==> src/rtl/rvvi_seq_pkg.sv <==
// rvvi_seq_pkg: trace record layout and order-checker state shared by the sequencer.
package rvvi_seq_pkg;
  localparam int XLEN = 64;
  localparam int ORDERW = 64;
  typedef struct packed {
    logic [ORDERW-1:0] order;
    logic [31:0]       insn;
    logic [XLEN-1:0]   pc;
    logic              trap;
    logic [1:0]        mode;
  } trace_rec_t;
  localparam int REC_W = $bits(trace_rec_t);
  typedef enum logic {IDLE, TRACK} chk_state_t;
endpackage

==> src/rtl/rvvi_trace_sequencer_if.sv <==
// rvvi_trace_sequencer_if: record handshake, control and multi-retire slot bus.
// Record side: rec_valid/rec_ready/rec_hart/rec_data; control: flush, drain, stall.
// Slot side: out_valid/out_data indexed hart*NRET+slot, sticky order_err per hart.
// Optional RVVI_SEQ_STATS_EN adds ret_count/trap_count (32 bits per hart).
interface rvvi_trace_sequencer_if import rvvi_seq_pkg::*; #(
  parameter int NHART = 1,
  parameter int NRET  = 2
);
  localparam int HW = NHART > 1 ? $clog2(NHART) : 1;
  logic                        rec_valid;
  logic                        rec_ready;
  logic [HW-1:0]               rec_hart;
  trace_rec_t                  rec_data;
  logic                        flush;
  logic                        drain;
  logic                        stall;
  logic [NHART*NRET-1:0]       out_valid;
  logic [NHART*NRET*REC_W-1:0] out_data;
  logic [NHART-1:0]            order_err;
`ifdef RVVI_SEQ_STATS_EN
  logic [NHART*32-1:0]         ret_count;
  logic [NHART*32-1:0]         trap_count;
  modport master (output rec_valid, rec_hart, rec_data, flush, drain, stall,
                  input rec_ready, out_valid, out_data, order_err, ret_count, trap_count);
  modport slave  (input rec_valid, rec_hart, rec_data, flush, drain, stall,
                  output rec_ready, out_valid, out_data, order_err, ret_count, trap_count);
`else
  modport master (output rec_valid, rec_hart, rec_data, flush, drain, stall,
                  input rec_ready, out_valid, out_data, order_err);
  modport slave  (input rec_valid, rec_hart, rec_data, flush, drain, stall,
                  output rec_ready, out_valid, out_data, order_err);
`endif
endinterface

==> src/rtl/rvvi_seq_hart_fifo.sv <==
// rvvi_seq_hart_fifo: one hart's record FIFO with batched multi-pop, age timeout and order checker.
// Inputs: clk, reset_n (async active-low), flush/drain/stall controls, push_i with push_data_i.
// Outputs: full_o, registered slot_valid_o/slot_data_o (NRET slots), sticky order_err_o.
// Optional RVVI_SEQ_STATS_EN adds ret_count_o/trap_count_o.
module rvvi_seq_hart_fifo import rvvi_seq_pkg::*; #(
  parameter int NRET    = 2,
  parameter int DEPTH   = 8,
  parameter int TIMEOUT = 4
) (
  input  logic                  clk,
  input  logic                  reset_n,
  input  logic                  flush,
  input  logic                  drain,
  input  logic                  stall,
  input  logic                  push_i,
  input  trace_rec_t            push_data_i,
  output logic                  full_o,
  output logic [NRET-1:0]       slot_valid_o,
  output logic [NRET*REC_W-1:0] slot_data_o,
  output logic                  order_err_o
`ifdef RVVI_SEQ_STATS_EN
  ,
  output logic [31:0]           ret_count_o,
  output logic [31:0]           trap_count_o
`endif
);
  localparam int AW = $clog2(DEPTH);
  localparam int CW = AW + 1;
  localparam int TW = $clog2(TIMEOUT) + 1;
  trace_rec_t mem_q [DEPTH];
  logic [AW-1:0] rd_q, rd_d, wr_q, wr_d;
  logic [CW-1:0] cnt_q, cnt_d, k;
  logic [TW-1:0] age_q, age_d;
  logic [NRET-1:0] sv_q, sv_d;
  logic [NRET*REC_W-1:0] sd_q, sd_d;
  logic fire;
  chk_state_t st_q;
  logic [ORDERW-1:0] exp_q;
  logic err_q;
  always_comb begin
    fire = !stall && (cnt_q >= CW'(NRET) || (cnt_q != '0 && (drain || age_q == TW'(TIMEOUT-1))));
    k = !fire ? '0 : cnt_q >= CW'(NRET) ? CW'(NRET) : cnt_q;
    sv_d = sv_q;
    sd_d = sd_q;
    for (int s = 0; s < NRET; s++) begin
      if (!stall) begin
        sv_d[s] = CW'(s) < k;
        sd_d[s*REC_W +: REC_W] = CW'(s) < k ? mem_q[rd_q + AW'(s)] : '0;
      end
    end
    // count < NRET whenever a non-empty hart does not fire, so only saturation needs guarding
    age_d = stall ? age_q : (fire || cnt_q == '0) ? '0 : age_q == TW'(TIMEOUT-1) ? age_q : age_q + 1'b1;
    cnt_d = cnt_q + CW'(push_i) - k;
    rd_d = rd_q + AW'(k);
    wr_d = wr_q + AW'(push_i);
    if (flush) begin
      sv_d = '0;
      sd_d = '0;
      age_d = '0;
      cnt_d = '0;
      rd_d = '0;
      wr_d = '0;
    end
  end
  always_ff @(posedge clk) if (push_i) mem_q[wr_q] <= push_data_i;
  always_ff @(posedge clk or negedge reset_n) begin
    if (!reset_n) begin
      rd_q <= '0;
      wr_q <= '0;
      cnt_q <= '0;
      age_q <= '0;
      sv_q <= '0;
      sd_q <= '0;
      st_q <= IDLE;
      exp_q <= '0;
      err_q <= 1'b0;
    end else begin
      rd_q <= rd_d;
      wr_q <= wr_d;
      cnt_q <= cnt_d;
      age_q <= age_d;
      sv_q <= sv_d;
      sd_q <= sd_d;
      if (flush) begin
        st_q <= IDLE;
        err_q <= 1'b0;
      end else if (push_i) begin
        err_q <= err_q | (st_q == TRACK && push_data_i.order != exp_q);
        exp_q <= push_data_i.order + 1'b1;
        st_q <= TRACK;
      end
    end
  end
  assign full_o = cnt_q == CW'(DEPTH);
  assign slot_valid_o = sv_q;
  assign slot_data_o = sd_q;
  assign order_err_o = err_q;
`ifdef RVVI_SEQ_STATS_EN
  logic [31:0] ret_q, ret_d, trap_q, trap_d;
  always_comb begin
    trap_d = trap_q;
    for (int s = 0; s < NRET; s++) trap_d = trap_d + 32'(CW'(s) < k && mem_q[rd_q + AW'(s)].trap);
    ret_d = ret_q + 32'(k);
    if (flush) begin
      ret_d = '0;
      trap_d = '0;
    end
  end
  always_ff @(posedge clk or negedge reset_n) begin
    if (!reset_n) begin
      ret_q <= '0;
      trap_q <= '0;
    end else begin
      ret_q <= ret_d;
      trap_q <= trap_d;
    end
  end
  assign ret_count_o = ret_q;
  assign trap_count_o = trap_q;
`endif
endmodule

==> src/rtl/rvvi_trace_sequencer.sv <==
// rvvi_trace_sequencer: per-hart trace record buffering issued as NHART x NRET RVVI retire slots.
// Ports: clk, reset_n (async active-low), bus (rvvi_trace_sequencer_if.slave) carrying
// the record handshake, flush/drain/stall and the slot/order_err outputs.
// Optional RVVI_SEQ_STATS_EN adds per-hart ret_count/trap_count on the bus.
module rvvi_trace_sequencer import rvvi_seq_pkg::*; #(
  parameter int NHART   = 1,
  parameter int NRET    = 2,
  parameter int DEPTH   = 8,
  parameter int TIMEOUT = 4
) (
  input logic clk,
  input logic reset_n,
  rvvi_trace_sequencer_if.slave bus
);
  localparam int HW = NHART > 1 ? $clog2(NHART) : 1;
  // hart codes beyond NHART read as permanently busy so they are never accepted
  logic [2**HW-1:0] busy;
  assign bus.rec_ready = !bus.flush && !busy[bus.rec_hart];
  for (genvar h = 0; h < 2**HW; h++) begin : g_h
    if (h < NHART) begin : g_f
      rvvi_seq_hart_fifo #(.NRET(NRET), .DEPTH(DEPTH), .TIMEOUT(TIMEOUT)) u_fifo (
        .clk          (clk),
        .reset_n      (reset_n),
        .flush        (bus.flush),
        .drain        (bus.drain),
        .stall        (bus.stall),
        .push_i       (bus.rec_valid && bus.rec_ready && bus.rec_hart == HW'(h)),
        .push_data_i  (bus.rec_data),
        .full_o       (busy[h]),
        .slot_valid_o (bus.out_valid[h*NRET +: NRET]),
        .slot_data_o  (bus.out_data[h*NRET*REC_W +: NRET*REC_W]),
        .order_err_o  (bus.order_err[h])
`ifdef RVVI_SEQ_STATS_EN
        ,
        .ret_count_o  (bus.ret_count[h*32 +: 32]),
        .trap_count_o (bus.trap_count[h*32 +: 32])
`endif
      );
    end else begin : g_x
      assign busy[h] = 1'b1;
    end
  end
endmodule

==> src/flat_wrapper.sv <==
// flat-port wrapper written by rule: the top's interface ports become plain ports
module rvvi_trace_sequencer_flat import rvvi_seq_pkg::*;
#(
  parameter int NHART   = 1,
  parameter int NRET    = 2,
  parameter int DEPTH   = 8,
  parameter int TIMEOUT = 4
)
  (clk, reset_n, bus_rec_valid, bus_rec_hart, bus_rec_data, bus_flush, bus_drain, bus_stall, bus_rec_ready, bus_out_valid, bus_out_data, bus_order_err);
  rvvi_trace_sequencer_if #(.NHART(NHART), .NRET(NRET)) bus_i ();
  input logic clk;
  input logic reset_n;
  input wire logic [$bits(bus_i.rec_valid)-1:0] bus_rec_valid;
  input wire logic [$bits(bus_i.rec_hart)-1:0] bus_rec_hart;
  input wire logic [$bits(bus_i.rec_data)-1:0] bus_rec_data;
  input wire logic [$bits(bus_i.flush)-1:0] bus_flush;
  input wire logic [$bits(bus_i.drain)-1:0] bus_drain;
  input wire logic [$bits(bus_i.stall)-1:0] bus_stall;
  output wire logic [$bits(bus_i.rec_ready)-1:0] bus_rec_ready;
  output wire logic [$bits(bus_i.out_valid)-1:0] bus_out_valid;
  output wire logic [$bits(bus_i.out_data)-1:0] bus_out_data;
  output wire logic [$bits(bus_i.order_err)-1:0] bus_order_err;
  assign bus_i.rec_valid = bus_rec_valid;
  assign bus_i.rec_hart = bus_rec_hart;
  assign bus_i.rec_data = bus_rec_data;
  assign bus_i.flush = bus_flush;
  assign bus_i.drain = bus_drain;
  assign bus_i.stall = bus_stall;
  assign bus_rec_ready = bus_i.rec_ready;
  assign bus_out_valid = bus_i.out_valid;
  assign bus_out_data = bus_i.out_data;
  assign bus_order_err = bus_i.order_err;
  rvvi_trace_sequencer #(.NHART(NHART), .NRET(NRET), .DEPTH(DEPTH), .TIMEOUT(TIMEOUT)) u_core (.clk(clk), .reset_n(reset_n), .bus(bus_i));
endmodule
==> config.mk <==
export PLATFORM = sky130hd
export DESIGN_NAME = rvvi_trace_sequencer_flat
export DESIGN_NICKNAME = d
export VERILOG_FILES = /design/src/rtl/rvvi_seq_pkg.sv /design/src/rtl/rvvi_trace_sequencer_if.sv /design/src/rtl/rvvi_seq_hart_fifo.sv /design/src/rtl/rvvi_trace_sequencer.sv /design/src/flat_wrapper.sv
export SDC_FILE = /design/constraint.sdc
export NUM_CORES = 2
export LEC_CHECK = 0
export ABC_CLOCK_PERIOD_IN_PS = 42600
export CORE_MARGIN = 1.5
export CORE_UTILIZATION = 26
export DETAILED_ROUTE_END_ITERATION = 8
export HOLD_SLACK_MARGIN = 0.15
export PLACE_DENSITY_LB_ADDON = 0.12
export SLEW_MARGIN = 20
export SYNTH_ARGS = -nofsm -noshare
export SYNTH_HDL_FRONTEND = slang
export SYNTH_SLANG_ARGS = --single-unit
==> constraint.sdc <==
create_clock -name clk -period 42.6 [get_ports clk]
set_input_delay 8.52 -clock clk [delete_from_list [all_inputs] [get_ports clk]]
set_output_delay 8.52 -clock clk [all_outputs]
set_load 0.02 [all_outputs]
==> impl_metrics.toml <==
[sta]
maxSlewHeadroom_pct = 25.2
fin_tns_setup_ps = 0
post-route-period-util_pct = 44.9
fmaxAchievable_mhz = 52.3
drv_slew = 0
hold_viol = 0
hold_slack_ps = 473
worst_slack_ps = 23460
fin_crit_ps = 19140
rsz0062_at_grt = "false"
setup_viol = 0
tightestPinTransition_ps = 1120
worst_clock_skew_ps = 41.7

[setup_path]
worstPathRequired_ps = 34080
crit_arrival_ps = 10620
critPathKind = "input port to primary output"
crit_fanout = 15
crit_path_frequent_cell = "clkdlybuf4s50_1"
cp-start-kind = "input port"
end_kind = "primary output"
path_cells = "clkdlybuf4s50_1, a211oi_1, clkdlybuf4s50_1"
cpPeakStageDelay_ps = 790
slowest_stage = "clkdlybuf4s50_1"

[power]
p_leak_nw = 29.1
p_per_area_mw_per_mm2 = 52.6
netSwitchingFraction_pct = 28.5
ir_worst_vdd_uv = 33.8
p_int_w = 0.00343
p_sw_w = 0.00137
combinationalPowerShare_pct = 21.6
clock_power_share_pct = 37.2
p_seq_share_pct = 41.2

[placed_design]
port_buffers = 499
place_hpwl_um = 138000
gp_congestion = 0.724
dp.cells = 8223
dp_worst_setup_slack_ps = 23420

[logic_synthesis]
ys_warn_count = 0
synth.avg_cell_area_um2 = 18.0
synth_flop_cell = "edfxtp_1"
async_flop_share_pct = 23.8
syn_area_mm2 = 0.0745
synth-seq-cells = 1711
ys_seq_area_share_pct = 66.2
synth_fp_nets = 4319
yosys.area.top_type = "edfxtp_1"
synth.top_cell.area_share_pct = 52.6
synth_edf_count = 1304
synth_area_leaders = "edfxtp_1, mux4_2, dfrtp_1, mux2i_1, o21ai_0"
syn_inst = 4133
netlist-cell-type-count = 42

[min_path]
hold_path_class = "flip-flop to flip-flop"

[floorplanning]
core_mm2 = 0.285
dieArea_mm2 = 0.290
die_w_um = 538
num_io_pins = 500
initial_utilization_pct = 26.1
rows = 196
die_h_um = 538

[global_route]
overflow = 0
grt_pass1_wl_um = 339000
grt_use_total_pct = 16.0
antenna_found_initial = 55
grt_pass1_vias = 44100
grt_start_max_net_pins = 152

[route]
drt-initial-drc-count = 2975
drt-pass1-iter-count = 7
via_per_inst = 4.82
drt-total-wl_um = 235000
dr_total_vias = 41600
antenna_left = 0
drc_errors = 0
avgRoutedWirePerCell_um = 27.3

[clock_network]
cts_tree = "done"
worstSkewPairLatency_ps = 860
post-cts-setup-buffers = 0
numCtsBuffers = 207
cts_resized = 0
cts-root-buf = "clkbuf_16"
cts_hold_buf = 0
cts.path.max_buffers = 4
clk_pin_slew_worst_paths_ps = 50
cts_sinks = 1711
cts_max_level = 4

[layout]
fin_nets = 4856
fin_cells = 8617
drive_gt1_share_pct = 22.8
syn2layout_area_growth_pct = 22.3
post-route-util_pct = 32.0

[flow_run]
cap_violations = 0

[status]
status = "completed"
-- flip-flops by register name, summed over array words and instances (netlist names), 2 cells and up --
name	count
u_core.g_h.g_f.u_fifo.mem_q	1304
u_core.g_h.g_f.u_fifo.slot_data_o	326
u_core.g_h.g_f.u_fifo.exp_q	64
u_core.g_h.g_f.u_fifo.cnt_q	4
u_core.g_h.g_f.u_fifo.age_q	3
u_core.g_h.g_f.u_fifo.rd_q	3
u_core.g_h.g_f.u_fifo.wr_q	3
u_core.g_h.g_f.u_fifo.slot_valid_o	2
-- placed cells by master (no fill, tap or decap), types with 3 or more instances in the layout --
| master | instances |
|---|---|
| clkinv_1 | 20 |
| ha_1 | 13 |
| edfxtp_1 | 1304 |
| clkinv_8 | 3 |
| inv_1 | 21 |
| and2_1 | 3 |
| o21ai_0 | 391 |
| clkinv_2 | 38 |
| buf_12 | 14 |
| nor2_1 | 23 |
| and4_1 | 4 |
| clkbuf_16 | 211 |
| clkinvlp_4 | 7 |
| clkbuf_1 | 51 |
| nand4_1 | 23 |
| bufinv_16 | 16 |
| mux4_2 | 652 |
| nor4_1 | 29 |
| clkdlybuf4s50_1 | 498 |
| clkbuf_8 | 29 |
| xnor2_1 | 49 |
| dfrtp_4 | 3 |
| xor2_1 | 82 |
| nor4_2 | 3 |
| buf_4 | 95 |
| nor2b_1 | 6 |
| dfrtp_1 | 404 |
| mux2i_1 | 326 |
| nand2_4 | 3 |
| and3_1 | 8 |
| inv_6 | 3 |
| diode_2 | 9 |
| o21ai_1 | 4 |
| nor3_1 | 22 |
| nand2_1 | 429 |
| nand3_1 | 20 |
-- stage by stage --
step	total power, W	area (µm²)
after global placement	0.00309	84200
after floorplan	0.00264	74500
after detailed placement	0.00309	84200
final	0.00480	91100
after CTS	0.00490	91100
after global routing	0.00502	91100
-- worst paths after layout --
check	start	to	slack (ps)	cells past startpoint
worst min-delay path	u_core.g_h[0].g_f.u_fifo.slot_data_o[206]	u_core.g_h[0].g_f.u_fifo.slot_data_o[206]	470	2
worst max register to register	u_core.g_h[0].g_f.u_fifo.rd_q[0]	u_core.g_h[0].g_f.u_fifo.slot_data_o[197]	36790	10
min in group asynchronous	reset_n	u_core.g_h[0].g_f.u_fifo.slot_data_o[205]	7570	1
worst min register to register	u_core.g_h[0].g_f.u_fifo.slot_data_o[206]	u_core.g_h[0].g_f.u_fifo.slot_data_o[206]	470	2
worst max-delay path	bus_flush	bus_rec_ready	23460	3
max in group asynchronous	reset_n	u_core.g_h[0].g_f.u_fifo.exp_q[22]	32120	4
-- area by class of cell --
class | instances | area, µm²
well taps | 3762 | 4710
clock inverters | 94 | 993
repair buffers | 609 | 6020
diodes | 9 | 22.5
clock buffers | 291 | 5870
inverters | 21 | 78.8
multi-input cells | 2120 | 24000
fillers | 27500 | 194000
flip-flops and latches | 1711 | 49400
-- critical path: cells and delay by family --
| kind | cells | cell delay [ps] |
|---|---|---|
| compound gates | 1 | 600 |
| buf+inv | 2 | 1500 |
-- logic make-up after synthesis --
kind of cell    Yosys count  synth area share (%)
simple gates            595                  3.49
mux                     978                  24.1
xor+xnor                132                  1.55
compound gates          399                  2.69
flops                  1711                  66.2
fa+ha+maj                16                 0.289
buf+inv                 302                  1.64
-- power groups by stage --
stage          clock network (W)  logic [W]  registers, W
5_1_grt                  0.00190    0.00112       0.00199
3_5_place_dp                   0    0.00107       0.00201
4_1_cts                  0.00185    0.00108       0.00198
3_3_place_gp                   0    0.00107       0.00201
2_1_floorplan                  0   0.000575       0.00206
6_report                 0.00178    0.00103       0.00198
-- routing by layer --
layer  GRT usage (%)  share of wire (%)  wire length [µm]  vias to the layer above
li1                -                  -                 -                    17700
met2            26.2                 48            112000                     1120
met1            21.5                 44            103000                    22300
met3            4.05                6.6             15600                      337
met5               0               0.13               314                        -
met4            3.32                1.9              4580                       52
-- Yosys cell counts (2+ instances only) --
master    number
nor2_1        24
o21ai_1        4
nor3_1        24
and3_1         8
or2_2          2
nand3_1       20
and2_1         3
xor2_1        83
edfxtp_1    1304
nor4_1        31
buf_1         57
clkbuf_1     155
ha_1          14
o21ai_0      391
nand4_1       23
nor4b_1        2
dfrtp_1      407
mux4_2       652
xnor2_1       49
buf_2         68
nor3b_1        3
inv_1         21
fa_1           2
nand2_1      432
mux2i_1      326
or3_1          2
and4_1         4
and3_2         2
nor2b_1        7
Note: power is estimated with default switching activity, not from simulation.
